File: config.mk
export PLATFORM = sky130hd
export DESIGN_NAME = hazard_scoreboard
export DESIGN_NICKNAME = d
export VERILOG_FILES = /design/src/rtl/hazard_scoreboard.sv
export SDC_FILE = /design/constraint.sdc
export NUM_CORES = 1
export LEC_CHECK = 0
export ABC_AREA = 1
export CORE_MARGIN = 5
export CORE_UTILIZATION = 41
export CTS_BUF_LIST = sky130_fd_sc_hd__clkbuf_8 sky130_fd_sc_hd__clkbuf_16
export DETAILED_ROUTE_END_ITERATION = 6
export PLACE_DENSITY = 0.94
export SETUP_SLACK_MARGIN = 0.4
export SLEW_MARGIN = 20
export SYNTH_ARGS = -nofsm -noshare
export SYNTH_HDL_FRONTEND = slang
export SYNTH_SLANG_ARGS = --single-unit
File: constraint.sdc
create_clock -name clk -period 2.3 [get_ports clk]
set_input_delay 0.46 -clock clk [delete_from_list [all_inputs] [get_ports clk]]
set_output_delay 0.46 -clock clk [all_outputs]
set_load 0.005 [all_outputs]
File: src/rtl/hazard_scoreboard.sv
// rtl/hazard_scoreboard.sv - in-flight destination tracker giving forwarding selects/values and load-use stall
module hazard_scoreboard #(
    parameter int XLEN  = 32,
    parameter int RADDR = 5,
    parameter int DEPTH = 2,
    parameter int LATW  = 3,
    parameter int CNTW  = 16
) (
    input  logic                  clk,
    input  logic                  reset,
    input  logic                  hold,
    input  logic                  issue_valid,
    input  logic [RADDR-1:0]      issue_rd,
    input  logic [LATW-1:0]       issue_lat,
    input  logic [RADDR-1:0]      rs,
    input  logic [RADDR-1:0]      rt,
    input  logic [DEPTH*XLEN-1:0] stage_data,
    output logic                  stall,
    output logic                  fw1_en,
    output logic                  fw2_en,
    output logic [XLEN-1:0]       fw1,
    output logic [XLEN-1:0]       fw2,
    output logic [CNTW-1:0]       stall_count
);

    localparam logic [LATW-1:0] MAX_LAT = LATW'(DEPTH - 1);

    logic [DEPTH-1:0] slot_valid;
    logic [RADDR-1:0] slot_rd  [DEPTH];
    logic [LATW-1:0]  slot_lat [DEPTH];

    logic            hit1, hit2, rdy1, rdy2;
    logic [XLEN-1:0] val1, val2;
    logic [LATW-1:0] issue_lat_c;

    assign issue_lat_c = (issue_lat > MAX_LAT) ? MAX_LAT : issue_lat;

    // Scan oldest to youngest so the youngest matching slot overwrites older hits.
    always_comb begin
        hit1 = 1'b0;
        rdy1 = 1'b0;
        val1 = '0;
        hit2 = 1'b0;
        rdy2 = 1'b0;
        val2 = '0;
        for (int k = DEPTH - 1; k >= 0; k--) begin
            if (slot_valid[k] && slot_rd[k] == rs && rs != '0) begin
                hit1 = 1'b1;
                rdy1 = (LATW'(k) >= slot_lat[k]);
                val1 = stage_data[k*XLEN +: XLEN];
            end
            if (slot_valid[k] && slot_rd[k] == rt && rt != '0) begin
                hit2 = 1'b1;
                rdy2 = (LATW'(k) >= slot_lat[k]);
                val2 = stage_data[k*XLEN +: XLEN];
            end
        end
    end

    assign fw1_en = hit1 && rdy1;
    assign fw2_en = hit2 && rdy2;
    assign fw1    = fw1_en ? val1 : '0;
    assign fw2    = fw2_en ? val2 : '0;
    assign stall  = (hit1 && !rdy1) || (hit2 && !rdy2);

    always_ff @(posedge clk or posedge reset) begin
        if (reset) begin
            slot_valid  <= '0;
            stall_count <= '0;
            for (int k = 0; k < DEPTH; k++) begin
                slot_rd[k]  <= '0;
                slot_lat[k] <= '0;
            end
        end else if (!hold) begin
            for (int k = 1; k < DEPTH; k++) begin
                slot_valid[k] <= slot_valid[k-1];
                slot_rd[k]    <= slot_rd[k-1];
                slot_lat[k]   <= slot_lat[k-1];
            end
            // A stalled decode instruction is not accepted; a bubble enters execute.
            slot_valid[0] <= !stall && issue_valid && issue_rd != '0;
            slot_rd[0]    <= issue_rd;
            slot_lat[0]   <= issue_lat_c;
            if (stall && stall_count != {CNTW{1'b1}})
                stall_count <= stall_count + 1'b1;
        end
    end

endmodule

==> flow_summary.toml, run 1 <==
[logic_synthesis]
mappedNetlistArea_um2 = 3249
number_of_flops_mapped_to_enable_cells_by_yosys = 0
synth_simple_gate_area_share_pct = 39.35
synth_seq_cells = 33
largest_family_of_logic_cells_by_synthesized_area = "simple AND/OR/NAND/NOR gates"
warnings_synthesis = 0
synth-adder-area-share_pct = 0.3851
synthesis.area_per_instance_um2 = 6.131
synthDistinctLibCells = 32
synthCells = 530
synth_compound_area_share_pct = 11.55
postSynth.asyncResetShare_pct = 100.0
mux_contribution_to_synthesized_area_pct = 6.238
dominantRegCellSynth = "sky130_fd_sc_hd__dfrtp_1"
synth_sequential_area_ratio_pct = 25.41
synth.net_count = 617
synth_xor_area_share_pct = 3.774

[setup_path]
timing.critical_path.to_type = "output port"
critical_path_rt_ns = 1.84
worst-endpoint-arrival_ns = 2.65
timing.critical_path.fanout_max = 5
startpoint_type = "register"
critPathKind = "register to output port"

[floorplanning]
placementRows = 32
dieArea_um2 = 9806
chipHeight_um = 99.03
io_pins = 169
initial_util_pct = 42.05
die_width_um = 99.03
design.core.area_um2 = 7727

[power]
cellLeakagePower_nw = 3.472
cellPowerDensity_nw_per_um2 = 306.1
peak_supply_drop_mv = 0.6293
combPwrFrac_pct = 46.8
power.share.clock_pct = 20.4
cell_internal_pwr_w = 0.001297
p_sw_share_pct = 38.25
power.net_switching_w = 0.0008034
share_seq_of_total_power_pct = 32.8

[placement]
port-buffer-count = 168
detailed_place.area_um2 = 5431
estimated_wirelength_of_the_detail_placed_design_mm = 10.51
placed_cells_incl_taps = 802
place.gp.congestion = 0.9303

[drt]
drt_first_pass_iters = 7
initialDrtViolationCount = 738
drcViolationCount = 4
ant_nets = 0
totalWireLength_mm = 24.68
vias = 5851
detail_route.wl_per_cell_um = 28.11
post_drt_via_cell_ratio = 6.664

[sta]
finalHoldViolations = 0
shortest_clock_period_the_worst_path_allows_after_layout_ns = 3.107
finalClockSkew_ns = 0.005825
grt_setup_unrepaired = "true"
max_freq_ghz = 0.3218
postLayoutSetupSlackWorst_ns = -0.8072
endpoints_failing_setup = 84
worst_hold_margin_ns = 0.5463
period_share_pct = 135.1
worst_pin_slew_ns = 0.6736
max-slew-margin-rel_pct = 54.90
final-max-slew-violation-count = 0

[cts]
clock_latency_ns = 0.29
clkTransAtPathRegs_ns = 0.07
clock-sinks = 33
number_of_buffers_inserted_during_clock_tree_synthesis = 5
cts.path.max_buffers = 2
ctsRootBufferMaster = "sky130_fd_sc_hd__clkbuf_8"
cts.htree.levels = 2
clock_tree_from_tritoncts = "done"

[cells_and_area]
finish.utilization_pct = 88.80
filler_cell_count_in_the_final_layout = 283
area.growth.synth_to_final_pct = 111.2
ff_latch_area_um2 = 829.5
final_design_area_no_fill_um2 = 6862
fin_cells = 878
nNetsFinal = 861
drive_gt1_share_pct = 46.32
multiInputGateArea_um2 = 2711

[outcome]
status = "finished with violations"
violations = "design-rule violations, negative setup slack"

[global_route]
grtUsageTotal_pct = 36.75
grt_antenna_before_repair = 1
first_global_vias = 5328
grt_start_max_net_pins = 34
grt_first_pass_wirelength_mm = 28.55
global_route.overflow_total = 0

[min_path]
min_path_type = "register to register"

[job]
maxCapViolations = 0
[metrics by stage]
step	setup WS [ns]	TNS (ns)	power [W]
6_report	-0.8072	-34.99	0.002100
5_1_grt	-1.054	-48.87	0.002164
4_1_cts	-0.3066	-13.44	0.001864
3_5_place_dp	-0.8418	-60.52	0.001304
3_3_place_gp	-0.8188	-58.13	0.001277
2_1_floorplan	0.2913	0	0.0009437
[sequential cells by signal, summed over array words and instances (netlist names)]
register     cells
slot_lat         5
slot_valid       2
slot_rd         10
stall_count     16
[worst paths after layout]
| check | startpoint | endpoint | slack, ns | cells after the start |
|---|---|---|---|---|
| worst max-delay path | slot_rd[1] | fw2[8] | -0.81 | 13 |
| worst min-delay path | stall_count[13] | stall_count[13] | 0.55 | 2 |
| worst max register to register | slot_rd[1] | stall_count[4] | -0.25 | 16 |
| worst min register to register | stall_count[13] | stall_count[13] | 0.55 | 2 |
| max in group asynchronous | reset | slot_rd[9] | 1.41 | 3 |
| min in group asynchronous | reset | slot_rd[4] | 0.57 | 3 |
[kinds of logic (layout without fill, tap and decap cells)]
logic type	count (synthesis)	in the layout
xor gates and xnor gates	14	14
AOI/OAI and AO/OA	65	65
buffers and inverters	103	347
DFF	33	33
adders and majority gates	1	1
other	0	1
muxes	18	18
and+or+nand+nor	296	297
[cells in the final DEF, fill, tap and decap left out, types with 20 or more instances in the layout]
cell type	instances
sky130_fd_sc_hd__nand3_1	24
sky130_fd_sc_hd__nand2_1	140
sky130_fd_sc_hd__nand3_2	21
sky130_fd_sc_hd__inv_2	20
sky130_fd_sc_hd__buf_4	31
sky130_fd_sc_hd__a21oi_2	23
sky130_fd_sc_hd__nand4_1	21
sky130_fd_sc_hd__buf_2	55
sky130_fd_sc_hd__nand2_2	43
sky130_fd_sc_hd__dfrtp_1	30
sky130_fd_sc_hd__buf_6	49
sky130_fd_sc_hd__inv_1	47
sky130_fd_sc_hd__clkdlybuf4s50_1	91
[power groups by stage]
stage,sequential (W),combinational (W),clock [W]
2_1_floorplan,0.000668,0.000275,0
3_5_place_dp,0.000678,0.000626,0
3_3_place_gp,0.000674,0.000603,0
5_1_grt,0.000698,0.00101,0.000456
6_report,0.000689,0.000983,0.000428
4_1_cts,0.000669,0.000758,0.000437
[worst max-delay path, stage by stage, from the launching register on]
cell	delay, ns
sky130_fd_sc_hd__dfrtp_1	0.43
sky130_fd_sc_hd__inv_1	0.13
sky130_fd_sc_hd__nand2_2	0.18
sky130_fd_sc_hd__nand2_1	0.10
sky130_fd_sc_hd__nor2_2	0.18
sky130_fd_sc_hd__nand2_2	0.13
sky130_fd_sc_hd__nor2_4	0.17
sky130_fd_sc_hd__nand3_4	0.10
sky130_fd_sc_hd__nand2_4	0.14
sky130_fd_sc_hd__buf_12	0.14
sky130_fd_sc_hd__buf_6	0.11
sky130_fd_sc_hd__o211ai_1	0.29
sky130_fd_sc_hd__inv_1	0.13
sky130_fd_sc_hd__buf_2	0.12
[layer usage]
metal / vias up / wire length, um / GRT usage, %
met5: - / 110 / 0
met2: 725 / 10550 / 63.84
li1: 2210 / - / -
met3: 276 / 3773 / 10.05
met1: 2636 / 7456 / 38.08
met4: 4 / 2792 / 25.63
[synth_stat cells (2+ instances only)]
library cell | n | share of area [%]
sky130_fd_sc_hd__nand2_1 | 191 | 22
sky130_fd_sc_hd__buf_2 | 12 | 1.8
sky130_fd_sc_hd__xor2_1 | 8 | 2.2
sky130_fd_sc_hd__xnor2_1 | 6 | 1.6
sky130_fd_sc_hd__a21oi_1 | 33 | 5.1
sky130_fd_sc_hd__nor2_4 | 2 | 0.69
sky130_fd_sc_hd__mux2_2 | 18 | 6.2
sky130_fd_sc_hd__nand3_1 | 50 | 7.7
sky130_fd_sc_hd__inv_1 | 67 | 7.7
sky130_fd_sc_hd__nor2_1 | 17 | 2.0
sky130_fd_sc_hd__o21ai_0 | 13 | 2.0
sky130_fd_sc_hd__o211ai_1 | 14 | 3.2
sky130_fd_sc_hd__dfrtp_1 | 33 | 25
sky130_fd_sc_hd__nand2_2 | 2 | 0.38
sky130_fd_sc_hd__nor3_1 | 7 | 1.1
sky130_fd_sc_hd__inv_2 | 5 | 0.58
sky130_fd_sc_hd__buf_6 | 3 | 1.0
sky130_fd_sc_hd__buf_4 | 2 | 0.46
sky130_fd_sc_hd__nand4_1 | 21 | 4.0
sky130_fd_sc_hd__clkbuf_1 | 13 | 1.5
sky130_fd_sc_hd__nor2_2 | 2 | 0.38
[cell type report]
type | count | area share (%)
diodes | 1 | 0.03647
flip-flops and latches | 33 | 12.09
clock buffers | 5 | 1.003
well taps | 102 | 1.860
inverters | 72 | 4.340
multi-input cells | 395 | 39.51
clock inverters | 3 | 0.2006
repair buffers | 267 | 40.96
[what timing repair did]
item / CTS / global route
resized for setup: 402 / 135
hold buffers: 0 / 0
pin swaps: 44 / 49
endpoints found under the setup margin: 84 / 84
gates cloned: 13 / 2
setup buffers: 33 / 19
(Power assumes the default switching activity.)
==> inputs of run 2 (changes only) <==
CORE_MARGIN = 2   (was 5)
==> run 2 against run 1 <==
The flow now stops in global routing (5_1_grt). Synthesized cell count unchanged. Synthesized area is the same.
==> flow_summary.toml, run 2 <==
[global_route]
grt_start_max_net_pins = 34
global_route.overflow_total = 26
grtUsageTotal_pct = 76.04

[logic_synthesis]
synth.net_count = 617
warnings_synthesis = 0
number_of_flops_mapped_to_enable_cells_by_yosys = 0
synth_seq_cells = 33
synthDistinctLibCells = 32
synth_top_cell_area_share_pct = 25.41
post_synth_main_area_contributors = "sky130_fd_sc_hd__dfrtp_1 25%, sky130_fd_sc_hd__nand2_1 22%, sky130_fd_sc_hd__inv_1 7.7%, sky130_fd_sc_hd__nand3_1 7.7%, sky130_fd_sc_hd__mux2_2 6.2%"
dominantRegCellSynth = "sky130_fd_sc_hd__dfrtp_1"
synthCells = 530
postSynth.asyncResetShare_pct = 100.0
synth.largest_area_cell = "sky130_fd_sc_hd__dfrtp_1"
mappedNetlistArea_um2 = 3249
synth_sequential_area_ratio_pct = 25.41
synthesis.area_per_instance_um2 = 6.131
synth.most_common_cell = "sky130_fd_sc_hd__nand2_1"
yosys-top-cells-count = "191 x sky130_fd_sc_hd__nand2_1, 67 x sky130_fd_sc_hd__inv_1, 50 x sky130_fd_sc_hd__nand3_1, 33 x sky130_fd_sc_hd__a21oi_1, 33 x sky130_fd_sc_hd__dfrtp_1"

[cts]
cts.htree.levels = 2
clock-sinks = 33
number_of_hold_repair_buffers_added_at_the_cts_stage = 0
cts.path.max_buffers = 2
number_of_buffers_inserted_during_clock_tree_synthesis = 5
ctsRootBufferMaster = "sky130_fd_sc_hd__clkbuf_8"

[placement]
port-buffer-count = 168
place.gp.congestion = 0.9744
estimated_wirelength_of_the_detail_placed_design_mm = 9.927
detailed_place.area_um2 = 5502

[outcome]
run.stop_error = "[ERROR GRT-0232] Routing congestion too high. Check the congestion heatmap in the GUI."
status = "did not finish"
outcome.stop_stage = "global routing (5_1_grt)"

[sta]
worstEndpointGrtRepair = "fw2[23]"
worst_path_end_type = "output port"

[floorplanning]
initial_util_pct = 42.27
chipHeight_um = 93.03
placementRows = 32
io_pins = 169
die_width_um = 93.03
[run 2: cell counts after synthesis]
Identical to the previous run, type by type.
[run 2: repair_timing]
item / in CTS
cloned: 10
endpoints found under the setup margin: 84
pin swaps: 51
buffers inserted: 58
resized for setup: 424
[run 2: layer usage]
| layer | GRT usage, % | GRT overflow |
|---|---|---|
| met5 | 33.33 | 0 |
| met1 | 74.47 | 0 |
| met2 | 89.73 | 6 |
| met3 | 65.51 | 1 |
| met4 | 76.23 | 19 |
[run 2: cell families after synthesis]
group	after synthesis	synth area share [%]
flops	33	25.41
fa+ha+maj	1	0.3850
buf+inv	103	13.28
simple gates	296	39.35
mux	18	6.238
compound gates	65	11.55
xor+xnor	14	3.774
[run 2: per-stage QoR]
step	setup TNS [ns]	std cells	setup slack, ns	hold WS (ns)
3_3_place_gp	-58.11	813	-0.8327	0.4625
3_5_place_dp	-62.13	813	-0.8749	0.4790
4_1_cts	-9.270	889	-0.2314	0.4981
2_1_floorplan	0	530	0.2913	0.4496
==> inputs of run 3 (changes only) <==
CORE_UTILIZATION = 40   (was 41)
CTS_BUF_LIST = unset   (was sky130_fd_sc_hd__clkbuf_8 sky130_fd_sc_hd__clkbuf_16)
PLACE_DENSITY = unset   (was 0.94)
PLACE_DENSITY_LB_ADDON = 0.15   (was unset)
SETUP_SLACK_MARGIN = unset   (was 0.4)
==> run 3 against run 2 <==
The flow now finishes, with violations (negative setup slack).
==> flow_summary.toml, run 3 (synthesized netlist as in run 1, its figures left out) <==
[cts]
clock_latency_ns = 0.29
clock_tree_from_tritoncts = "done"
cts.path.max_buffers = 2
clkTransAtPathRegs_ns = 0.07
number_of_buffers_inserted_during_clock_tree_synthesis = 5
ctsRootBufferMaster = "sky130_fd_sc_hd__clkbuf_8"
clock-sinks = 33
number_of_hold_repair_buffers_added_at_the_cts_stage = 0
cts.htree.levels = 2

[sta]
shortest_clock_period_the_worst_path_allows_after_layout_ns = 2.625
worst_pin_slew_ns = 0.4494
endpoints_failing_setup = 73
setup_total_negative_slack_ns = -15.48
postLayoutSetupSlackWorst_ns = -0.3250
finalHoldViolations = 0
max-slew-margin-rel_pct = 70.01
period_share_pct = 114.1
final-max-slew-violation-count = 0
finalClockSkew_ns = 0.003219
grt_setup_unrepaired = "true"
max_freq_ghz = 0.3809

[global_route]
grt_start_max_net_pins = 34
first_global_vias = 4353
global_route.overflow_total = 0
grtUsageTotal_pct = 29.30
grt_first_pass_wirelength_mm = 20.84
grt_antenna_before_repair = 0

[floorplanning]
initial_util_pct = 41.62
chipHeight_um = 94.13
dieArea_um2 = 8860
die_width_um = 94.13
placementRows = 32
io_pins = 169
design.core.area_um2 = 7807

[drt]
ant_nets = 0
initialDrtViolationCount = 284
drt_first_pass_iters = 5
totalWireLength_mm = 15.76
drcViolationCount = 0
vias = 4751
post_drt_via_cell_ratio = 5.474
detail_route.wl_per_cell_um = 18.15

[placement]
place.gp.congestion = 0.9303
detailed_place.area_um2 = 5195
port-buffer-count = 168
estimated_wirelength_of_the_detail_placed_design_mm = 8.663

[outcome]
violations = "negative setup slack"
status = "finished with violations"

[cells_and_area]
nNetsFinal = 852
diodes = 0
largest_register = "stall_count"
area.growth.synth_to_final_pct = 91.76
top_regs = "stall_count (16), slot_rd (10), slot_lat (5)"
final_cell_mix = "162 x sky130_fd_sc_hd__nand2_1, 91 x sky130_fd_sc_hd__clkdlybuf4s50_1, 56 x sky130_fd_sc_hd__inv_1"
final_design_area_no_fill_um2 = 6231
largest_reg_flops = 16
filler_cell_count_in_the_final_layout = 529
drive_gt1_share_pct = 39.56
layout.cells.most_common = "sky130_fd_sc_hd__nand2_1"

[setup_path]
critical_path_rt_ns = 1.84
timing.critical_path.fanout_max = 6
critPathKind = "input port to output port"
worst-endpoint-arrival_ns = 2.17
startpoint_type = "input port"
timing.critical_path.to_type = "output port"

[min_path]
min_path_type = "register to register"

[power]
peak_supply_drop_mv = 0.4151
cellPowerDensity_nw_per_um2 = 332.8
cellLeakagePower_nw = 3.240

[job]
maxCapViolations = 0
-- run 3: critical path, cell delays in order --
cell                              delay (ns)
sky130_fd_sc_hd__clkdlybuf4s15_1        0.28
sky130_fd_sc_hd__inv_2                  0.14
sky130_fd_sc_hd__nand2_1                0.07
sky130_fd_sc_hd__nand2_1                0.08
sky130_fd_sc_hd__nand2_2                0.07
sky130_fd_sc_hd__nor2_4                 0.15
sky130_fd_sc_hd__nand2_4                0.11
sky130_fd_sc_hd__buf_12                 0.15
sky130_fd_sc_hd__buf_8                  0.12
sky130_fd_sc_hd__buf_6                  0.12
sky130_fd_sc_hd__o211ai_1               0.17
sky130_fd_sc_hd__inv_1                  0.09
sky130_fd_sc_hd__buf_2                  0.14
-- run 3: worst paths after layout --
path / slack (ns) / start / depth (start not counted) / endpoint
max: -0.33 / rt[4] / 13 / fw2[8]
min: 0.50 / slot_lat[1] / 2 / slot_lat[1]
max reg2reg: 0.03 / slot_rd[9] / 14 / stall_count[9]
min reg2reg: 0.50 / slot_lat[1] / 2 / slot_lat[1]
max in group asynchronous: 1.44 / reset / 3 / slot_lat[1]
min in group asynchronous: 0.56 / reset / 3 / stall_count[0]
-- run 3: power breakdown --
part           internal (W)  total, W  leakage, nW  switching, W
combinational      0.000438  0.000830         2.74      0.000392
clock              0.000353  0.000574       0.0585      0.000221
sequential         0.000621  0.000669        0.437     0.0000481
-- run 3: repair_timing --
| action | in CTS | in global routing |
|---|---|---|
| hold endpoints to repair | 0 | 0 |
| buffers inserted | 34 | 23 |
| cloned | 9 | 7 |
| pin swaps | 23 | 57 |
| setup endpoints to repair | 83 | 83 |
| resized for setup | 271 | 186 |
-- run 3: metrics by stage --
step | util [%] | instances | setup WS [ns] | hold WS (ns) | total power [W]
detailed placement | 66.54 | 800 | -0.8639 | 0.4673 | 0.001257
global route | 79.81 | 868 | -0.3768 | 0.5480 | 0.002165
finish | 79.81 | 868 | -0.3250 | 0.5019 | 0.002074
CTS | 75.34 | 851 | -0.3136 | 0.4850 | 0.001943
global placement | 66.54 | 800 | -0.8110 | 0.4666 | 0.001246
floorplan | - | 530 | 0.2643 | 0.4496 | 0.0009173
-- run 3: final cells by class --
type,count,area [um2],share of cell area (%)
clock buffers,7,86.33,1.386
clock inverters,1,30.03,0.4819
inverters,72,272.8,4.378
multi-input cells,395,2471,39.66
flip-flops and latches,33,825.8,13.25
well taps,102,127.6,2.048
repair buffers,258,2417,38.80
-- run 3: per-layer routing --
layer	up-vias	routed length, um	GRT usage, %
met1	2226	6202	36.98
met5	-	0	0
met2	281	7797	51.13
li1	2185	-	-
met4	0	535	8.575
met3	59	1222	4.896
